$ cat src/rtl/nt_level_stepper_pkg.sv
// Shared definitions for the nt level stepper and its integrator: state encodings and default widths/values,
// so DEFAULT_VAL and FAST_STEP come from a single definition.
package nt_level_stepper_pkg;

    localparam int NT_N           = 7;
    localparam int NT_DEFAULT_VAL = 96;
    localparam int NT_FAST_STEP   = 3;

    typedef enum logic [1:0] {
        ST_IDLE  = 2'd0,
        ST_TRACK = 2'd1,
        ST_HOLD  = 2'd2
    } nt_state_e;

endpackage

$ cat src/rtl/nt_level_stepper_prescaler.sv
// Command-opportunity prescaler: one tick every TICK_DIV enabled clocks; the count freezes while disabled.
module nt_tick_prescaler #(
    parameter int TICK_DIV = 4
) (
    input  logic i_clk,
    input  logic i_rst,
    input  logic i_enable,
    output logic o_tick
);

    localparam int            CW   = (TICK_DIV > 1) ? $clog2(TICK_DIV) : 1;
    localparam logic [CW-1:0] LAST = CW'(TICK_DIV - 1);

    logic [CW-1:0] r_cnt;

    always_ff @(posedge i_clk or posedge i_rst) begin
        if (i_rst)
            r_cnt <= '0;
        else if (i_enable)
            r_cnt <= (r_cnt == LAST) ? '0 : r_cnt + 1'b1;
    end

    assign o_tick = i_enable && (r_cnt == LAST);

endmodule

$ cat src/rtl/nt_level_stepper.sv
// Rate-limited inc/dec/fast pulse driver that walks a shadow copy of the nt level integrator to a target.
// Define NT_STEPPER_DBG_EN to expose dbg_shadow, a registered copy of the shadow value.
module nt_level_stepper
    import nt_level_stepper_pkg::*;
#(
    parameter int N           = NT_N,
    parameter int DEFAULT_VAL = NT_DEFAULT_VAL,
    parameter int FAST_STEP   = NT_FAST_STEP,
    parameter int FAST_THRESH = 16,
    parameter int TICK_DIV    = 4,
    parameter int HOLD_TICKS  = 2
) (
    input  logic         clk,
    input  logic         rst,
    input  logic         enable,
    input  logic [N-1:0] target,
    input  logic         target_valid,
    output logic         target_ready,
    output logic         inc,
    output logic         dec,
    output logic         fast,
    output logic         settled
`ifdef NT_STEPPER_DBG_EN
    ,
    output logic [N-1:0] dbg_shadow
`endif
);

    localparam int                NP1  = N + 1;
    localparam int                HW   = (HOLD_TICKS > 0) ? $clog2(HOLD_TICKS + 1) : 1;
    localparam logic signed [N:0] THR  = NP1'(FAST_THRESH);
    localparam logic [N:0]        MAXV = {1'b0, {N{1'b1}}};

    nt_state_e         r_state, w_state_nx;
    logic [N-1:0]      r_shadow, w_shadow_nx;
    logic [N-1:0]      r_tgt, w_tgt_nx;
    logic [HW-1:0]     r_hold, w_hold_nx;
    logic [HW:0]       w_hold_inc;
    logic              r_inc, r_dec, r_fast;
    logic              w_inc_nx, w_dec_nx, w_fast_nx;
    logic              w_tick;
    logic signed [N:0] w_diff;
    logic [N:0]        w_up_fast;
    logic [N-1:0]      w_step_val;
    logic              w_step_inc, w_step_dec, w_step_fast;

    nt_tick_prescaler #(.TICK_DIV(TICK_DIV)) u_prescaler (
        .i_clk    (clk),
        .i_rst    (rst),
        .i_enable (enable),
        .o_tick   (w_tick)
    );

    assign w_diff     = $signed({1'b0, r_tgt}) - $signed({1'b0, r_shadow});
    assign w_up_fast  = {1'b0, r_shadow} + NP1'(FAST_STEP);
    assign w_hold_inc = {1'b0, r_hold} + 1'b1;

    // Step choice and shadow update; saturates at both rails exactly like the integrator.
    always_comb begin
        w_step_val  = r_shadow;
        w_step_inc  = 1'b0;
        w_step_dec  = 1'b0;
        w_step_fast = 1'b0;
        if (w_diff >= THR) begin
            w_step_inc  = 1'b1;
            w_step_fast = 1'b1;
            w_step_val  = (w_up_fast > MAXV) ? {N{1'b1}} : w_up_fast[N-1:0];
        end else if (w_diff > 0) begin
            w_step_inc = 1'b1;
            w_step_val = (r_shadow == {N{1'b1}}) ? r_shadow : r_shadow + 1'b1;
        end else if (w_diff <= -THR) begin
            w_step_dec  = 1'b1;
            w_step_fast = 1'b1;
            w_step_val  = (r_shadow < N'(FAST_STEP)) ? '0 : r_shadow - N'(FAST_STEP);
        end else if (w_diff < 0) begin
            w_step_dec = 1'b1;
            w_step_val = (r_shadow == '0) ? r_shadow : r_shadow - 1'b1;
        end
    end

    // A transfer in IDLE is taken even with enable low; TRACK/HOLD only advance on ticks,
    // and ticks never fire while disabled, so the move simply waits.
    always_comb begin
        w_state_nx  = r_state;
        w_shadow_nx = r_shadow;
        w_tgt_nx    = r_tgt;
        w_hold_nx   = r_hold;
        w_inc_nx    = 1'b0;
        w_dec_nx    = 1'b0;
        w_fast_nx   = 1'b0;
        case (r_state)
            ST_IDLE: begin
                if (target_valid) begin
                    w_tgt_nx = target;
                    if (target != r_shadow)
                        w_state_nx = ST_TRACK;
                end
            end
            ST_TRACK: begin
                if (w_tick) begin
                    w_inc_nx    = w_step_inc;
                    w_dec_nx    = w_step_dec;
                    w_fast_nx   = w_step_fast;
                    w_shadow_nx = w_step_val;
                    if (w_step_val == r_tgt) begin
                        w_state_nx = ST_HOLD;
                        w_hold_nx  = '0;
                    end
                end
            end
            ST_HOLD: begin
                if (w_tick) begin
                    w_hold_nx = w_hold_inc[HW-1:0];
                    if (w_hold_inc >= (HW+1)'(HOLD_TICKS))
                        w_state_nx = ST_IDLE;
                end
            end
            default: w_state_nx = ST_IDLE;
        endcase
    end

    always_ff @(posedge clk or posedge rst) begin
        if (rst) begin
            r_state  <= ST_IDLE;
            r_shadow <= N'(DEFAULT_VAL);
            r_tgt    <= N'(DEFAULT_VAL);
            r_hold   <= '0;
            r_inc    <= 1'b0;
            r_dec    <= 1'b0;
            r_fast   <= 1'b0;
        end else begin
            r_state  <= w_state_nx;
            r_shadow <= w_shadow_nx;
            r_tgt    <= w_tgt_nx;
            r_hold   <= w_hold_nx;
            r_inc    <= w_inc_nx;
            r_dec    <= w_dec_nx;
            r_fast   <= w_fast_nx;
        end
    end

`ifdef NT_STEPPER_DBG_EN
    logic [N-1:0] r_dbg_shadow;

    always_ff @(posedge clk or posedge rst) begin
        if (rst)
            r_dbg_shadow <= N'(DEFAULT_VAL);
        else
            r_dbg_shadow <= r_shadow;
    end

    assign dbg_shadow = r_dbg_shadow;
`endif

    assign target_ready = (r_state == ST_IDLE);
    assign settled      = (r_state == ST_IDLE);
    assign inc          = r_inc;
    assign dec          = r_dec;
    assign fast         = r_fast;

endmodule

$ cat config.mk
export PLATFORM = sky130hd
export DESIGN_NAME = nt_level_stepper
export DESIGN_NICKNAME = d
export VERILOG_FILES = /design/src/rtl/nt_level_stepper_pkg.sv /design/src/rtl/nt_level_stepper_prescaler.sv /design/src/rtl/nt_level_stepper.sv
export SDC_FILE = /design/constraint.sdc
export NUM_CORES = 1
export LEC_CHECK = 0
export ABC_AREA = 0
export CAP_MARGIN = 5
export CORE_MARGIN = 1
export CORE_UTILIZATION = 55
export CTS_CLUSTER_SIZE = 12
export DETAILED_ROUTE_END_ITERATION = 8
export GPL_TIMING_DRIVEN = 0
export MAX_ROUTING_LAYER = met4
export PLACE_DENSITY = 0.78
export SKIP_CTS_REPAIR_TIMING = 1
export SYNTH_ARGS = -nofsm -noshare
export SYNTH_HDL_FRONTEND = slang
export SYNTH_HIERARCHICAL = 1
export SYNTH_SLANG_ARGS = --single-unit
$ cat constraint.sdc
create_clock -name clk -period 3.6 [get_ports clk]
set_input_delay 0.36 -clock clk [delete_from_list [all_inputs] [get_ports clk]]
set_output_delay 0.36 -clock clk [all_outputs]
set_load 0.1 [all_outputs]
### Word-level counts from Yosys, hierarchy flattened

Cells that the tools add are included.

* reduce and logical (&&, ||, !) cells: 8
* mux-type cells: 35
* eq/ne operators: 12
* $lt $le $gt $ge: 7
* add/subtract/negate cells: 7

Operators with widths (count)
* 7-bit two-way mux: 8
* 2-bit two-way mux: 10
* 1-bit two-way mux: 15
* 7-bit by 2-bit adder with 8-bit output (second input constant): 1
* 8-bit by 6-bit greater-or-equal comparator with 1-bit output (second input constant): 1
* 8-bit by 1-bit > comparator with 1-bit output (second input constant): 1
* 8-bit by 7-bit > comparator with 1-bit output (second input constant): 1
* 8-bit by 5-bit <= comparator with 1-bit output (second input constant): 1
* 8-bit by 1-bit less-than comparator with 1-bit output (second input constant): 1
* 7-bit by 7-bit subtractor with 8-bit output: 1
* 7-bit by 1-bit adder with 7-bit output (second input constant): 1
* 7-bit equality test: 1
* 7-bit equality test (second input constant): 1
* 7-bit logical NOT: 1
* 7-bit by 2-bit less-than comparator with 1-bit output (second input constant): 1
* 7-bit != test: 1
* 7-bit by 1-bit subtractor with 7-bit output (second input constant): 1
* 7-bit by 2-bit subtractor with 7-bit output (second input constant): 1
* 2-bit by 1-bit != test with 1-bit output (second input constant): 3
* 2-bit != test (second input constant): 3
* 2-bit case mux with 3 select lines: 1
* 6-bit AND reduction: 1
* 2-bit equality test (second input constant): 2
* 2-bit case mux with 2 select lines: 1
* 9 further kinds: 10

* logic and storage cells: 77
* output and inout bits: 5
* input port bits: 11
* bits in registers: 23

### Depth between registers and ports, before layout

* depth in word-level cells: 10
* gate-level depth with buffers: 14
* depth with buffers taken out: 13

### Hierarchy

The synthesis kept the hierarchy.

Modules (own cells, without submodules)
* nt_level_stepper: sequential area each 530.5 um2, cells each 306, area an instance 2469.9 um2, times used 1
* nt_tick_prescaler: sequential area each 50.0 um2, cells each 8, area an instance 100.1 um2, times used 1

### Worst setup path before layout

OpenSTA, ideal clock, no wires.

* path type: flip-flop to flip-flop
* from: register r_shadow[5]
* to: register r_hold[0]
* data arrival time: 3.293 ns
* setup slack: 0.179 ns
* cell stages (with the launch flop): 15
* required time: 3.472 ns
* path buffers: 2
* period minus slack after synthesis: 3.421 ns
* cells stage by stage: dfstp_2 buf_2 clkinv_1 ha_1 a211oi_1 a211o_1 a211oi_2 o211a_1 buf_4 mux2i_1 o32a_1 xnor2_1 nor4b_2 nor4b_4 nor2_1

* word-level cells in the longest chain between the ends: 9
* elaborated cells between the ends (all ways): 24

Ends and longest elaborated chain
* start, declared: line nt_level_stepper.sv:35 `logic [N-1:0] r_shadow, w_shadow_nx;`
* start signal, assigned: line nt_level_stepper.sv:125 `r_shadow <= N'(DEFAULT_VAL);`
* start signal, assigned: line nt_level_stepper.sv:133 `r_shadow <= w_shadow_nx;`
* 7-bit by 7-bit subtractor with 8-bit output (tied with other cells): line nt_level_stepper.sv:54 `assign w_diff = $signed({1'b0, r_tgt}) - $signed({1'b0, r_shadow});`
* 8-bit by 1-bit less-than comparator with 1-bit output / 7-bit two-way mux (equally long branches): line nt_level_stepper.sv:75, nt_level_stepper.sv:77
* 7-bit two-way mux: line nt_level_stepper.sv:75 `end else if (w_diff < 0) begin`
* 7-bit two-way mux: line nt_level_stepper.sv:71 `end else if (w_diff <= -THR) begin`
* 7-bit two-way mux: line nt_level_stepper.sv:68 `end else if (w_diff > 0) begin`
* 7-bit two-way mux *: line nt_level_stepper.sv:64 `if (w_diff >= THR) begin`
* 7-bit equality test *: line nt_level_stepper.sv:105 `if (w_step_val == r_tgt) begin`
* 2-bit != test (no source line) *
* 4-bit AND reduction (no source line) *
* end signal, assigned: line nt_level_stepper.sv:135 `r_hold <= w_hold_nx;`
* end, declared: line nt_level_stepper.sv:37 `logic [HW-1:0] r_hold, w_hold_nx;`

Every way passes the cells marked *; elsewhere a longest branch is shown, timed or not.
A chain may end at the register's enable or synchronous reset.

### Final worst setup path

* from: register r_tgt[0]
* to: register r_hold[0]

* word-level cells in the longest chain between the ends: 9
* elaborated cells between the ends (all ways): 12

Ends and longest elaborated chain
* start, declared: line nt_level_stepper.sv:36 `logic [N-1:0] r_tgt, w_tgt_nx;`
* start signal, assigned: line nt_level_stepper.sv:126 `r_tgt <= N'(DEFAULT_VAL);`
* start signal, assigned: line nt_level_stepper.sv:134 `r_tgt <= w_tgt_nx;`
* 7-bit by 7-bit subtractor with 8-bit output: line nt_level_stepper.sv:54
* 8-bit by 1-bit less-than comparator with 1-bit output: line nt_level_stepper.sv:75
* 7-bit two-way mux: line nt_level_stepper.sv:75
* 7-bit two-way mux: line nt_level_stepper.sv:71
* 7-bit two-way mux: line nt_level_stepper.sv:68
* 7-bit two-way mux: line nt_level_stepper.sv:64
* 7-bit equality test *: line nt_level_stepper.sv:105
* 2-bit != test (no source line) *
* 4-bit AND reduction (no source line) *

Marks and branches as above.

==> run_results.csv <==
group,metric,value,unit
synthesis,synth_top_area_cell,"dfrtp_1",
synthesis,synthCells,314,
flow_run,cap_violations,0,
synthesis,yosysWarnings,6,
final_layout,fin_nets,374,
clocking,insertion_delay,260,ps
final_layout,antenna_cells,0,
worst_hold_path,hold_class,"input port to asynchronous set/reset pin",
final_layout,final_cell_mix,"buf_4 (23), nor2_1 (22), nand2_1 (21), dfrtp_1 (17)",
sta,rsz0062_at_grt,"true",
clocking,cts_buffers,3,
die,die_w,70.4,um
die,fp.dieArea,4950,sq um
setup_path,arrival,3950,ps
global_routing,grt_pass1_vias,2458,
setup_path,crit_family,"compound AO/OA/AOI/OAI gates",
synthesis,ys_seq_area_share,22.6,%
synthesis,synth_edf_count,0,
final_layout,layout_commonest_cell,"buf_4",
die,rows,24,
sta,worst_pin_slew,972,ps
drt,routed_wl,8310,um
global_routing,antenna_found_initial,0,
drt,via_per_inst,6.80,
drt,antenna_left,0,
place,post-dp-hpwl,5840,um
sta,clock_skew,3.39,ps
final_layout,ff_latch_area,583,sq um
clocking,cts.htree.levels,1,
synthesis,synth_cell_types,69,
clocking,cts_buffer_depth,2,
sta,slew_violations,0,
setup_path,worst-endpoint-required,3750,ps
final_layout,layout-drive-gt1-share,27.8,%
setup_path,cp-start-kind,"register",
die,coreArea,4410,sq um
synthesis,ys.flop_type,"dfrtp_1",
global_routing,grt_pass1_wl,12400,um
die,die_h,70.4,um
synthesis,synth_top_area_share,18.5,%
setup_path,path_class,"register to register",
place,dp_worst_setup_slack,-550,ps
sta,finalCritPeriodShare,106,%
drt,drtIter0Drc,453,
global_routing,grt.total_usage,33.0,%
place,place_congestion,1.02,
synthesis,syn_nets,338,
die,initial_utilization,58.2,%
setup_path,slowest_stage,"fa_2",
clocking,cts_tree,"built",
final_layout,fill_cells,349,
place,place.port_buffers,15,
sta,fmax,263,MHz
global_routing,grt_max_degree,22,
die,io_pins,16,
drt,drtPass1Iterations,5,
clocking,cts_root_buf,"clkbuf_8",
outcome,violations,"negative setup slack",
setup_path,end_kind,"register",
clocking,path_clk_slew,80,ps
synthesis,synth_area_leaders,"dfrtp_1 (19%), ha_1 (5.8%), xnor2_1 (5.1%), mux2_2 (4.4%), dfstp_2 (4.1%)",
setup_path,worst-path-max-fanout,7,
final_layout,multi_input_area,1960,sq um
synthesis,synth-seq-cells,23,
setup_path,cp_common_cell,"nor4b_4",
sta,setup_slack,-202,ps
synthesis,syn_avg_cell_area,8.18,sq um
sta,setup_violations,3,
sta,hold_viol,0,
setup_path,critPathBufInv,1,
synthesis,synth_area,2570,sq um
synthesis,async_flop_share,100,%
setup_path,cp_slowest_stage_delay,420,ps
clocking,cts.sinks,23,
outcome,status,"complete, but fails checks",
drt,vias,2727,
global_routing,gr-total-overflow,0,
drt,remaining_drc_errors,0,
final_layout,synthToLayoutAreaGrowth,22.3,%
sta,finalCriticalPeriod,3800,ps
drt,wire_per_inst,20.7,um
setup_path,worstPathCellList,"inv_2, ha_4, fa_2, nand2b_4, a211o_1, a211oi_2, o211ai_2, o31a_1, a31oi_4, nand4_1, nor4b_4, nor4b_4, nor2_1",
sta,max-slew-margin-rel,35.0,%
## kinds of logic (layout without fill, tap and decap cells)
| family | after synthesis | after routing | synth area share [%] |
|---|---|---|---|
| XOR/XNOR | 19 | 19 | 6.77 |
| multiplexers | 19 | 19 | 7.89 |
| buffers and inverters | 40 | 75 | 7.06 |
| AND/OR/NAND/NOR | 105 | 105 | 21.7 |
| adder cells (fa/ha/maj) | 13 | 13 | 6.62 |
| AO/OA/AOI/OAI | 95 | 95 | 27.4 |
| flip-flops | 23 | 23 | 22.6 |
## per-stage QoR
stage | TNS (ps) | area (sq um) | std cells | hold slack, ps | util (%)
2_1_floorplan | 0 | 2570 | 314 | 101 | -
3_3_place_gp | -2040 | 2790 | 381 | 493 | 63.1
3_5_place_dp | -2200 | 2790 | 381 | 504 | 63.1
6_report | -586 | 3140 | 401 | 259 | 71.2
4_1_cts | -2340 | 2830 | 385 | 259 | 64.1
5_1_grt | -1000 | 3140 | 401 | 295 | 71.2
## worst register-to-register path: cells and delay by family, from the launching register on
family	cells	cell delay, ps
compound gates	5	1410
fa+ha+maj	2	580
buf+inv	1	70
flops	1	390
simple gates	5	1230
## cell usage after synthesis, types with 3 or more instances
cell	n
o211ai_1	6
ha_1	12
clkbuf_1	11
nand2_1	21
buf_4	3
or3_1	3
inv_1	18
dfstp_2	4
mux2_2	10
a31oi_1	9
nor2_1	23
a211oi_1	4
a211o_1	3
xor2_1	3
a31o_2	3
nand3_1	17
buf_2	4
o21ai_0	17
dfrtp_1	19
nand2b_1	3
a21o_1	3
a21oi_1	17
nor3_1	12
nand4_1	5
and3_1	6
mux2i_1	9
xnor2_1	15
## cell type report
| type | instances | share of cell area, % |
|---|---|---|
| inverter | 20 | 2.63 |
| sequential | 23 | 18.5 |
| tap | 52 | 2.07 |
| buffer | 18 | 3.82 |
| timing repair buffer | 33 | 9.07 |
| clock buffer | 3 | 1.31 |
| multi-input combinational | 251 | 62.4 |
| clock inverter | 1 | 0.159 |
## worst paths after layout
kind | from | depth (start not counted) | slack [ps] | end
worst max-delay path | r_tgt[0] | 13 | -200 | r_hold[0]
worst min register to register | u_prescaler/r_cnt[1] | 1 | 540 | u_prescaler/r_cnt[1]
worst max register to register | r_tgt[0] | 13 | -200 | r_hold[0]
max in group asynchronous | rst | 2 | 2500 | r_shadow[0]
min in group clk | u_prescaler/r_cnt[1] | 1 | 540 | u_prescaler/r_cnt[1]
worst min-delay path | rst | 2 | 260 | u_prescaler/r_cnt[1]
## metal layers
layer	part of all wire, %	global-route usage [%]	up-vias	routed length, um
li1	-	-	1242	-
met1	38	42.8	1259	3140
met2	47	52.9	189	3930
met3	11	3.61	37	946
met4	3.5	12.2	0	289
met5	0	-	-	0
## state kept, by name (all words and copies together), names as in the netlist
signal	flops
r_tgt	7
r_shadow	7
r_hold	2
inc	1
fast	1
r_state	2
u_prescaler/r_cnt	2
dec	1
Power is not shown: default switching activity piles up to over one toggle a cycle in this logic, so the estimate is an artifact.
